**src/rtl/uart_rx_pkg.sv**
```systemverilog
// Shared definitions for the UART receiver.
//   DATA_BITS          : payload bits per 8N1 frame
//   BAUD_MULT_DEFAULT  : clocks per bit on the board (16 MHz / 1666 ~= 9600 baud)
//   state_t            : receiver FSM states, also exported on the debug port
package uart_rx_pkg;
  localparam int DATA_BITS         = 8;
  localparam int BAUD_MULT_DEFAULT = 1666;

  typedef enum logic [2:0] {
    ST_IDLE  = 3'd0,
    ST_START = 3'd1,
    ST_DATA  = 3'd2,
    ST_STOP  = 3'd3,
    ST_BREAK = 3'd4
  } state_t;
endpackage

```
**src/rtl/uart_rx_if.sv**
```systemverilog
// Receiver-side bundle: serial line in, byte/strobe/status out, FSM state for debug.
//   i_rx_data    : async serial line, idle high
//   o_byte_out   : last good byte, held until the next good byte
//   o_data_valid : 1-cycle pulse when o_byte_out updates
//   o_rx_active  : high while a frame is in progress
//   o_frame_err  : 1-cycle pulse when the stop bit is sampled low
//   dbg_state    : current FSM state
// Handshake: o_data_valid and o_frame_err are single-cycle strobes with no ready;
// the consumer must take o_byte_out before the next frame completes.
interface uart_rx_if;
  logic                  i_rx_data;
  logic [7:0]            o_byte_out;
  logic                  o_data_valid;
  logic                  o_rx_active;
  logic                  o_frame_err;
  uart_rx_pkg::state_t   dbg_state;

  modport slave  (input  i_rx_data,
                  output o_byte_out, o_data_valid, o_rx_active, o_frame_err, dbg_state);
  modport master (output i_rx_data,
                  input  o_byte_out, o_data_valid, o_rx_active, o_frame_err, dbg_state);
endinterface

```
**src/rtl/uart_rx_sync.sv**
```systemverilog
// Two-flop synchroniser for the asynchronous RX pin. Resets to 1 so the line
// reads idle and no false start is seen coming out of reset.
//   clk, rst : system clock, async active-high reset
//   d        : raw pin
//   q        : synchronised line
module uart_rx_sync (
  input  logic clk,
  input  logic rst,
  input  logic d,
  output logic q
);
  logic s1_q, s1_d;
  logic s2_q, s2_d;

  always_comb begin
    s1_d = d;
    s2_d = s1_q;
  end

  always_ff @(posedge clk or posedge rst) begin
    if (rst) begin
      s1_q <= 1'b1;
      s2_q <= 1'b1;
    end else begin
      s1_q <= s1_d;
      s2_q <= s2_d;
    end
  end

  assign q = s2_q;
endmodule

```
**src/rtl/uart_rx.sv**
```systemverilog
// 8N1 UART receiver, LSB first. Start bit is re-checked at mid-bit, each data
// bit and the stop bit are sampled one full bit period later, so every sample
// lands near the centre of its bit.
//   i_uart_clk, i_uart_rst : system clock, async active-high reset
//   rx_if (slave)          : serial line in, byte/strobes/status/debug out
module uart_rx
  import uart_rx_pkg::*;
#(
  parameter int BAUD_MULT = BAUD_MULT_DEFAULT
) (
  input  logic       i_uart_clk,
  input  logic       i_uart_rst,
  uart_rx_if.slave   rx_if
);
  localparam int CW = $clog2(BAUD_MULT);
  localparam logic [CW-1:0] HALF_M1 = CW'(BAUD_MULT / 2 - 1);
  localparam logic [CW-1:0] BIT_M1  = CW'(BAUD_MULT - 1);

  logic rx_s;

  state_t          state_q, state_d;
  logic [CW-1:0]   cnt_q, cnt_d;
  logic [2:0]      idx_q, idx_d;
  logic [7:0]      shift_q, shift_d;
  logic [7:0]      byte_q, byte_d;
  logic            valid_q, valid_d;
  logic            err_q, err_d;

  uart_rx_sync u_sync (
    .clk (i_uart_clk),
    .rst (i_uart_rst),
    .d   (rx_if.i_rx_data),
    .q   (rx_s)
  );

  // State and datapath registers
  always_ff @(posedge i_uart_clk or posedge i_uart_rst) begin
    if (i_uart_rst) begin
      state_q <= ST_IDLE;
      cnt_q   <= '0;
      idx_q   <= '0;
      shift_q <= '0;
      byte_q  <= '0;
      valid_q <= 1'b0;
      err_q   <= 1'b0;
    end else begin
      state_q <= state_d;
      cnt_q   <= cnt_d;
      idx_q   <= idx_d;
      shift_q <= shift_d;
      byte_q  <= byte_d;
      valid_q <= valid_d;
      err_q   <= err_d;
    end
  end

  // Next-state logic
  always_comb begin
    state_d = state_q;
    case (state_q)
      ST_IDLE:  if (!rx_s) state_d = ST_START;
      ST_START: if (cnt_q == HALF_M1) state_d = rx_s ? ST_IDLE : ST_DATA;
      ST_DATA:  if (cnt_q == BIT_M1 && idx_q == 3'd7) state_d = ST_STOP;
      ST_STOP:  if (cnt_q == BIT_M1) state_d = rx_s ? ST_IDLE : ST_BREAK;
      // A line held low after a bad stop bit must go high before a new start.
      ST_BREAK: if (rx_s) state_d = ST_IDLE;
      default:  state_d = ST_IDLE;
    endcase
  end

  // Counters, shift register and registered output strobes
  always_comb begin
    cnt_d   = cnt_q;
    idx_d   = idx_q;
    shift_d = shift_q;
    byte_d  = byte_q;
    valid_d = 1'b0;
    err_d   = 1'b0;
    case (state_q)
      ST_START: cnt_d = (cnt_q == HALF_M1) ? '0 : cnt_q + 1'b1;
      ST_DATA: begin
        if (cnt_q == BIT_M1) begin
          cnt_d          = '0;
          shift_d[idx_q] = rx_s;
          idx_d          = idx_q + 3'd1;  // wraps to 0 after bit 7
        end else begin
          cnt_d = cnt_q + 1'b1;
        end
      end
      ST_STOP: begin
        if (cnt_q == BIT_M1) begin
          cnt_d = '0;
          if (rx_s) begin
            byte_d  = shift_q;
            valid_d = 1'b1;
          end else begin
            err_d = 1'b1;
          end
        end else begin
          cnt_d = cnt_q + 1'b1;
        end
      end
      default: begin
        cnt_d = '0;
        idx_d = '0;
      end
    endcase
  end

  // Outputs
  always_comb begin
    rx_if.o_rx_active  = (state_q != ST_IDLE);
    rx_if.o_byte_out   = byte_q;
    rx_if.o_data_valid = valid_q;
    rx_if.o_frame_err  = err_q;
    rx_if.dbg_state    = state_q;
  end
endmodule

```
**src/flat_wrapper.sv**
```systemverilog
// flat-port wrapper written by rule: the top's interface ports become plain ports
module uart_rx_flat import uart_rx_pkg::*;
#(
  parameter int BAUD_MULT = BAUD_MULT_DEFAULT
)
  (i_uart_clk, i_uart_rst, rx_if_i_rx_data, rx_if_o_byte_out, rx_if_o_data_valid, rx_if_o_rx_active, rx_if_o_frame_err, rx_if_dbg_state);
  uart_rx_if rx_if_i ();
  input  logic i_uart_clk;
  input  logic i_uart_rst;
  input wire logic [$bits(rx_if_i.i_rx_data)-1:0] rx_if_i_rx_data;
  output wire logic [$bits(rx_if_i.o_byte_out)-1:0] rx_if_o_byte_out;
  output wire logic [$bits(rx_if_i.o_data_valid)-1:0] rx_if_o_data_valid;
  output wire logic [$bits(rx_if_i.o_rx_active)-1:0] rx_if_o_rx_active;
  output wire logic [$bits(rx_if_i.o_frame_err)-1:0] rx_if_o_frame_err;
  output wire logic [$bits(rx_if_i.dbg_state)-1:0] rx_if_dbg_state;
  assign rx_if_i.i_rx_data = rx_if_i_rx_data;
  assign rx_if_o_byte_out = rx_if_i.o_byte_out;
  assign rx_if_o_data_valid = rx_if_i.o_data_valid;
  assign rx_if_o_rx_active = rx_if_i.o_rx_active;
  assign rx_if_o_frame_err = rx_if_i.o_frame_err;
  assign rx_if_dbg_state = rx_if_i.dbg_state;
  uart_rx #(.BAUD_MULT(BAUD_MULT)) u_core (.i_uart_clk(i_uart_clk), .i_uart_rst(i_uart_rst), .rx_if(rx_if_i));
endmodule
```
**config.mk**
```make
export PLATFORM = sky130hd
export DESIGN_NAME = uart_rx_flat
export DESIGN_NICKNAME = d
export VERILOG_FILES = /design/src/rtl/uart_rx_pkg.sv /design/src/rtl/uart_rx_if.sv /design/src/rtl/uart_rx_sync.sv /design/src/rtl/uart_rx.sv /design/src/flat_wrapper.sv
export SDC_FILE = /design/constraint.sdc
export NUM_CORES = 1
export LEC_CHECK = 0
export CORE_ASPECT_RATIO = 0.8
export CORE_MARGIN = 2
export CORE_UTILIZATION = 55
export CTS_CLUSTER_DIAMETER = 120
export DETAILED_ROUTE_END_ITERATION = 8
export DONT_BUFFER_PORTS = 1
export GPL_ROUTABILITY_DRIVEN = 0
export PLACE_DENSITY = 0.73
export SKIP_LAST_GASP = 1
export SLEW_MARGIN = 30
export SYNTH_ARGS = -nofsm -noshare
export SYNTH_HDL_FRONTEND = slang
export SYNTH_SLANG_ARGS = --single-unit
```
**constraint.sdc**
```tcl
create_clock -name i_uart_clk -period 2.7 [get_ports i_uart_clk]
set_clock_uncertainty 0.15 [all_clocks]
set_input_delay 0.135 -clock i_uart_clk [delete_from_list [all_inputs] [get_ports i_uart_clk]]
set_output_delay 0.135 -clock i_uart_clk [all_outputs]
set_load 0.005 [all_outputs]
```
==> results of run 1 <==
[area by class of cell]
cell class              instances  area [µm²]
multi-input cells             110         771
clock inverters                 1        30.0
flip-flops and latches         37         928
fillers                       243        1080
clock buffers                   7        86.3
repair buffers                 12        95.1
well taps                      40        50.0
inverters                       6        22.5
[registers in the layout, indices dropped and copies added, names as in the netlist]
name	flops
u_core.cnt_q	11
u_core.rx_if.o_data_valid	1
u_core.rx_if.dbg_state	3
u_core.u_sync.q	1
u_core.rx_if.o_byte_out	8
u_core.rx_if.o_frame_err	1
u_core.shift_q	8
u_core.u_sync.s1_q	1
u_core.idx_q	3
[power groups by stage]
stage          combinational [µW]  clock, µW  sequential, µW
6_report                     16.6        486             559
5_1_grt                      19.2        517             559
4_1_cts                      17.4        497             559
3_5_place_dp                 15.2          0             570
3_3_place_gp                 14.6          0             569
2_1_floorplan                10.7          0             568
[worst register-to-register path, delay by kind of cell, from the launching register on]
kind	cells	cell delay (ps)
and+or+nand+nor	3	1540
DFF	1	390
muxes	1	380
[worst min-delay path by stage]
stage                                     to  slack, ps  cells past startpoint
after detailed placement  u_core.u_sync.s1_q        -10                      0
final                        u_core.u_sync.q        210                      0
after CTS                    u_core.u_sync.q        210                      0
after floorplan           u_core.u_sync.s1_q        -10                      0
after global routing         u_core.u_sync.q        220                      0
after global placement    u_core.u_sync.s1_q        -10                      0
[cells in the final DEF, fill, tap and decap left out, drive strengths merged, types with 5 or more instances in the layout]
cell type,instances
dfrtp,35
nor2,17
mux2,12
nand2,10
buf,10
clkbuf,7
inv,6
o21ai,6
or3,5
a21oi,5
nand3,5
xor2,5
ha,5
[cell families after synthesis]
kind of cell	Yosys count	synth area share
xor gates and xnor gates	9	0.0449
and+or+nand+nor	60	0.192
DFF	37	0.528
adders and majority gates	5	0.0356
muxes	13	0.0826
buffers and inverters	15	0.0328
AOI/OAI and AO/OA	23	0.0833
[routing by layer]
| layer | track usage | vias up |
|---|---|---|
| li1 | - | 595 |
| met4 | 0.0476 | 0 |
| met5 | 0 | - |
| met3 | 0.0864 | 4 |
| met2 | 0.314 | 42 |
| met1 | 0.278 | 609 |
[per-stage QoR]
stage / setup slack [ps] / hold slack [ps] / cell area [µm²] / util / std cells
CTS: 133 / 212 / 1980 / 0.647 / 213
global placement: 227 / -10.4 / 1850 / 0.603 / 203
global route: 42.2 / 216 / 1980 / 0.647 / 213
floorplan: 151 / -10.5 / 1760 / - / 162
finish: 148 / 210 / 1980 / 0.647 / 213
detailed placement: 142 / -10.4 / 1850 / 0.603 / 203
==> metrics.txt, run 1 <==
status finished, final reports clean; Rel. slew slack 0.698; R2R Setup Slk 150 ps; Hold WC Path Type reg2reg; worst min-delay path startpoint u_core.u_sync.s1_q; CP max-delay cell or4_1; router iterations before antenna repair 4; core box area 3060 µm²; leakage 0.000880 µW; highest routed layer met4; Int Power 862 µW; Root Buffer clkbuf_8; Layout Area Growth over Synthesis 12.9%; met3 WL 237 µm; share of cells above drive strength 1 0.197; TritonCTS clock tree done; met1 wire length 1.46 mm; sequential share of power 0.527; crit start category register; antenna violations before repair 0; routed vias/inst 5.87; vias after detailed routing 1250; Max-Cap Viols 0; clock slew at reported path FFs 70 ps; Worst path top cell family by delay simple AND/OR/NAND/NOR gates; Final #Nets 180; TNS Setup 0 ps; total power draw 1060 µW; Comb pwr share 0.016; syn_nets 170; final wirelength 3.29 mm; syn_area_per_cell 10.8 µm²; Synth async-reset ratio 1.00; final hold violation count 0; RR Startpoint u_core.cnt_q[3]; sw frac 0.188; count of hold-fix buffers inserted at cts 2; Overflow after GRT 0; Seq/Total Area, Yosys 0.528; Die Ht 54.6 µm; Synth Warn # 0; ys flop type dfrtp_1; Worst setup EP type register; Post-synth top cells 35 x dfrtp_1, 17 x nor2_1, 12 x mux2_2; worst-case reg-to-reg path depth 4; first-pass GRT wire length 5.38 mm; DRC violations left 0; Ant. Diodes 0; pin count of the biggest net entering global routing 38; Worst Tran Pin Value 453 ps; number of synthesized flops with an enable pin 0; routed len/inst 15.5 µm; vias in the first global route 1156; Worst path depth 4; Final Critical Period 2550 ps; slowest stage delay, CP 640 ps; cts repair resizes 0; io pins 17; post-detailed-route count of antenna-violating nets 0; worst-path cell chain or4_4, or4_1, nor4b_1, mux2_2; setup violators final 0; row count 18; Detailed Place HPWL 2.33 mm; RR Endpoint u_core.shift_q[1]; worst skew pair latency 280 ps; Buf+Inv Stages, Crit Path 0; CTS sink cnt 37; met2 wire length 1.57 mm; CP max FO 5; Setup Crit Path Kind reg2reg; Syn Std Cell Area 1760 µm²; IO Port Bufs 0; Synth top area share 0.499; most common cell in the synthesized netlist dfrtp_1; synth unique cells 39; Tcrit/Tclk final 0.945; Peak Freq 392 MHz; initial core utilization 0.574; VDD IR max 355 µV; cell taking the most area after synthesis dfrtp_1; cells after synthesis 162; Post-CTS Setup Inserts 0; Die W 67.2 µm; Seq cells post-synth 37; CP startpoint u_core.cnt_q[3]; Critical path destination u_core.shift_q[1]; Worst EP required 2720 ps; clock power share 0.458; Area contributors post-synth dfrtp_1 50%, mux2_2 7.7%, nor2_1 3.6%, ha_1 3.6%, dfstp_2 3.0%; RSZ-0062 raised after global routing false; Cell Pwr Density 535 nW/µm²; critical path arrival 2580 ps; P_sw 200 µW; DRT iter0 DRCs 69; gr usage total 0.206; die footprint 3660 µm²; H-tree Lvls 2; final slew viol count 0; Max clock buf depth 2; Num CTS Buffers 5
Power figures use the tool's default switching activity.
==> inputs of run 2 (changes only) <==
--- a/config.mk
+++ b/config.mk
@@ -12,7 +12,7 @@
 export DETAILED_ROUTE_END_ITERATION = 8
 export DONT_BUFFER_PORTS = 1
 export GPL_ROUTABILITY_DRIVEN = 0
-export PLACE_DENSITY = 0.73
+export PLACE_DENSITY = 0.85
 export SKIP_LAST_GASP = 1
 export SLEW_MARGIN = 30
 export SYNTH_ARGS = -nofsm -noshare
==> constraint.sdc (replaced) <==
create_clock -name i_uart_clk -period 2.7 [get_ports i_uart_clk]
set_clock_uncertainty 0.15 [all_clocks]
set_input_delay 0.27 -clock i_uart_clk [delete_from_list [all_inputs] [get_ports i_uart_clk]]
set_output_delay 0.27 -clock i_uart_clk [all_outputs]
set_load 0.005 [all_outputs]
==> run 2 against run 1 <==
  * Non-clock buffer count stayed put
  * Combinational power hardly changed
  * Via count is 1.4% lower
  * Sequential share of layout area is 0.55 points lower
  * Final area is 1.2% higher
  * Setup slack worse by 30 ps
  * Worst hold slack worse by 5.6 ps
  * Die area stayed put
  * Cell count stayed put
  * Largest power group is now the clock network
  * Critical path type unchanged
  * Critical path depth stayed put
  * Power is 7.2% higher
  * Global-route usage is 2.7 points higher
==> metrics.txt, run 2 (synthesis gave the netlist of run 1 again) <==
initial core utilization 0.574; Die Ht 54.6 µm; H-tree Lvls 2; Layout Area Growth over Synthesis 14.2%; Detailed Place HPWL 2.41 mm; CTS sink cnt 37; Worst Tran Pin Value 455 ps; Final #Nets 180; Cell Pwr Density 567 nW/µm²; final wirelength 3.61 mm; Hold WC Path Type reg2reg; CP max FO 5; vias after detailed routing 1232; RSZ-0062 raised after global routing false; Biggest register u_core.cnt_q; worst skew pair latency 290 ps; Hold Path End u_core.u_sync.q; share of cells above drive strength 1 0.208; pin count of the biggest net entering global routing 38; Overflow after GRT 0; IO Port Bufs 0; Final Critical Period 2580 ps; post-detailed-route count of antenna-violating nets 0; Buf+Inv Stages, Crit Path 0; hold path depth 0; RR Startpoint u_core.cnt_q[3]; Die W 67.2 µm; antenna violations before repair 0; worst-path cell chain or4_4, or4_1, nor4b_2, mux2_2; critical path arrival 2610 ps; Setup WS post-layout 118 ps; final hold violation count 0; Tcrit/Tclk final 0.956; most frequent cells in the layout 35 x dfrtp_1, 17 x nor2_1, 12 x mux2_2; row count 18; max reg flops 11; pre-CTS setup slack 40.4 ps; Ant. Diodes 0; DRC violations left 0; clock slew at reported path FFs 70 ps; status finished, final reports clean; vias in the first global route 1231; setup violators final 0; Max-Cap Viols 0; io pins 17; gr usage total 0.233; DRT iter0 DRCs 141; worst-case reg-to-reg path depth 4; leakage 0.000890 µW; router iterations before antenna repair 4; first-pass GRT wire length 5.93 mm; RR Endpoint u_core.shift_q[2]; routed vias/inst 5.78; Worst path top cell family by delay simple AND/OR/NAND/NOR gates; most common cell after layout, fill and taps aside dfrtp_1; worst min-delay path startpoint u_core.u_sync.s1_q; Peak Freq 387 MHz; Setup Crit Path Kind reg2reg; Rel. slew slack 0.697; total power draw 1140 µW; Root Buffer clkbuf_8; slowest stage delay, CP 640 ps; Worst setup EP type register; Hold Worst Slack 204 ps; Num CTS Buffers 5; crit start category register; Max clock buf depth 2; final slew viol count 0; VDD IR max 463 µV; TNS Setup 0 ps; CP max-delay cell or4_1; fin util 0.655; R2R Setup Slk 120 ps; die footprint 3660 µm²; routed len/inst 16.9 µm; core box area 3060 µm²; TritonCTS clock tree done; Worst EP required 2720 ps
## run 2: routing by layer
layer | GRT usage | part of all wire
met3 | 0.0658 | 0.041
met4 | 0.119 | 0.026
met5 | 0 | 0
met2 | 0.358 | 0.49
met1 | 0.305 | 0.44
## run 2: stage by stage
step | std cells | instance area [µm²]
4_1_cts | 213 | 2000
2_1_floorplan | 162 | 1760
3_5_place_dp | 203 | 1850
5_1_grt | 213 | 2010
3_3_place_gp | 203 | 1850
6_report | 213 | 2010
## run 2: timing repair
action                     in CTS  in global routing
hold buffers                    2                  0
setup buffers                   0                  0
hold endpoints to repair       36                  0
resized for setup               0                  1
setup endpoints to repair       0                  1
## run 2: final cells by class
cell class	count	area, µm²
Inverter	6	22.5
Tap cell	40	50.0
Fill cell	252	1060
Clock buffer	5	68.8
Timing Repair Buffer	12	95.1
Multi-Input combinational cell	110	777
Sequential cell	37	928
Clock inverter	3	65.1
## run 2: worst max-delay path by stage
stage | startpoint | end | slack (ps) | cells after the start
finish | u_core.cnt_q[3] | u_core.shift_q[2] | 120 | 4
detailed placement | u_core.cnt_q[3] | u_core.shift_q[2] | 40 | 4
floorplan | u_core.cnt_q[3] | u_core.rx_if.o_byte_out[0] | 150 | 5
global route | u_core.cnt_q[3] | u_core.shift_q[1] | 30 | 4
global placement | u_core.cnt_q[3] | u_core.shift_q[2] | 220 | 4
CTS | u_core.cnt_q[3] | u_core.shift_q[2] | 30 | 4
## run 2: power breakdown
part	total (µW)	internal, µW	switching, µW	leakage [µW]
registers	559	557	2.29	0.000495
clock network	562	367	196	0.0000681
logic	16.8	3.84	12.9	0.000326
total	1140	927	211	0.000890
==> inputs of run 3 (changes only) <==
--- a/config.mk
+++ b/config.mk
@@ -12,6 +12,7 @@
 export DETAILED_ROUTE_END_ITERATION = 8
 export DONT_BUFFER_PORTS = 1
 export GPL_ROUTABILITY_DRIVEN = 0
+export MAX_ROUTING_LAYER = met4
 export PLACE_DENSITY = 0.85
 export SKIP_LAST_GASP = 1
 export SLEW_MARGIN = 30
==> run 3 against run 2 <==
  * Worst hold slack is essentially flat
  * Combinational power barely moved
  * Cell count did not move
  * Setup slack lost 20 ps
  * Maximum frequency shrank 0.77%
  * First-iteration DRC count shrank 9.9%
  * Sequential power is essentially flat
  * Non-clock buffer count did not move
==> metrics.txt, run 3 (synthesis gave the netlist of run 1 again) <==
status finished, final reports clean; Final #Nets 180; RR Startpoint u_core.cnt_q[3]; Final Critical Period 2600 ps; most common cell after layout, fill and taps aside dfrtp_1; fin util 0.655; VDD IR max 462 µV; IO Port Bufs 0; Tcrit/Tclk final 0.964; Rel. slew slack 0.696; TritonCTS clock tree done; Num CTS Buffers 5; leakage 0.000890 µW; clock slew at reported path FFs 70 ps; Max-Cap Viols 0; Peak Freq 384 MHz; TNS Setup 0 ps; critical path arrival 2630 ps; vias in the first global route 1234; Die Ht 54.6 µm; share of cells above drive strength 1 0.208; Biggest register u_core.cnt_q; final wirelength 3.58 mm; CP max FO 5; Setup Crit Path Kind reg2reg; crit start category register; Overflow after GRT 0; final slew viol count 0; Max clock buf depth 2; H-tree Lvls 2; Root Buffer clkbuf_8; hold path depth 0; vias after detailed routing 1220; Detailed Place HPWL 2.41 mm; RSZ-0062 raised after global routing false; routed vias/inst 5.73; CTS sink cnt 37; R2R Setup Slk 100 ps; routed len/inst 16.8 µm; die footprint 3660 µm²; row count 18; Worst EP required 2730 ps; post-detailed-route count of antenna-violating nets 0; worst min-delay path startpoint u_core.u_sync.s1_q; most frequent cells in the layout 35 x dfrtp_1, 17 x nor2_1, 12 x mux2_2; RR Endpoint u_core.shift_q[0]; pin count of the biggest net entering global routing 38; antenna violations before repair 0; Worst setup EP type register; worst skew pair latency 300 ps; setup violators final 0; max reg flops 11; Die W 67.2 µm; io pins 17; gr usage total 0.239; Cell Pwr Density 567 nW/µm²; Hold WC Path Type reg2reg; DRT iter0 DRCs 127; router iterations before antenna repair 4; Ant. Diodes 0; DRC violations left 0; worst-case reg-to-reg path depth 4; Hold Path End u_core.u_sync.q; Post-CTS Setup Inserts 0; Layout Area Growth over Synthesis 14.2%; core box area 3060 µm²; Hold Worst Slack 204 ps; first-pass GRT wire length 5.91 mm; initial core utilization 0.574; final hold violation count 0; Worst Tran Pin Value 456 ps
==> run 3: layout make-up <==
| type | count | area (µm²) |
|---|---|---|
| clock buffers | 5 | 68.8 |
| fillers | 252 | 1060 |
| inverters | 6 | 22.5 |
| repair buffers | 12 | 95.1 |
| flip-flops and latches | 37 | 928 |
| clock inverters | 3 | 65.1 |
| well taps | 40 | 50.0 |
| multi-input cells | 110 | 777 |
==> run 3: worst max-delay path by stage <==
stage                               start                         end  slack (ps)  cells past startpoint
after floorplan           u_core.cnt_q[3]  u_core.rx_if.o_byte_out[0]         150                      5
after detailed placement  u_core.cnt_q[3]           u_core.shift_q[2]          40                      4
after global routing      u_core.cnt_q[3]           u_core.shift_q[1]          30                      4
after CTS                 u_core.cnt_q[3]           u_core.shift_q[2]          30                      4
after global placement    u_core.cnt_q[3]           u_core.shift_q[2]         220                      4
final                     u_core.cnt_q[3]           u_core.shift_q[0]         100                      4
==> run 3: through the flow <==
stage / setup slack, ps / instance area [µm²] / power (µW) / instances
floorplan: 151 / 1760 / 579 / 162
global placement: 217 / 1850 / 583 / 203
detailed placement: 40.4 / 1850 / 585 / 203
CTS: 34.8 / 2000 / 1150 / 213
global route: 26.1 / 2010 / 1170 / 213
finish: 97.5 / 2010 / 1140 / 213
==> run 3: worst max-delay path: stages (launching register included) <==
cell     delay, ps
dfrtp_1        390
or4_4          550
or4_1          640
nor4_1         370
mux2_2         390
==> run 3: per-layer routing <==
layer	up-vias	track usage	wire length (µm)
met5	-	-	0
met4	0	0.119	82
met3	10	0.0658	148
met2	34	0.358	1760
met1	588	0.303	1590
li1	588	-	-
==> run 3: repair_timing <==
action / 4_1_cts / 5_1_grt
hold buffers: 2 / 0
endpoints found under the setup margin: 0 / 1
hold endpoints to repair: 36 / 0
gates resized for setup: 0 / 1
==> run 3: where the power goes <==
| group | internal, µW | leakage [µW] | switching [µW] |
|---|---|---|---|
| clock | 367 | 0.0000681 | 196 |
| combinational | 3.85 | 0.000326 | 12.9 |
| sequential | 557 | 0.000495 | 2.24 |
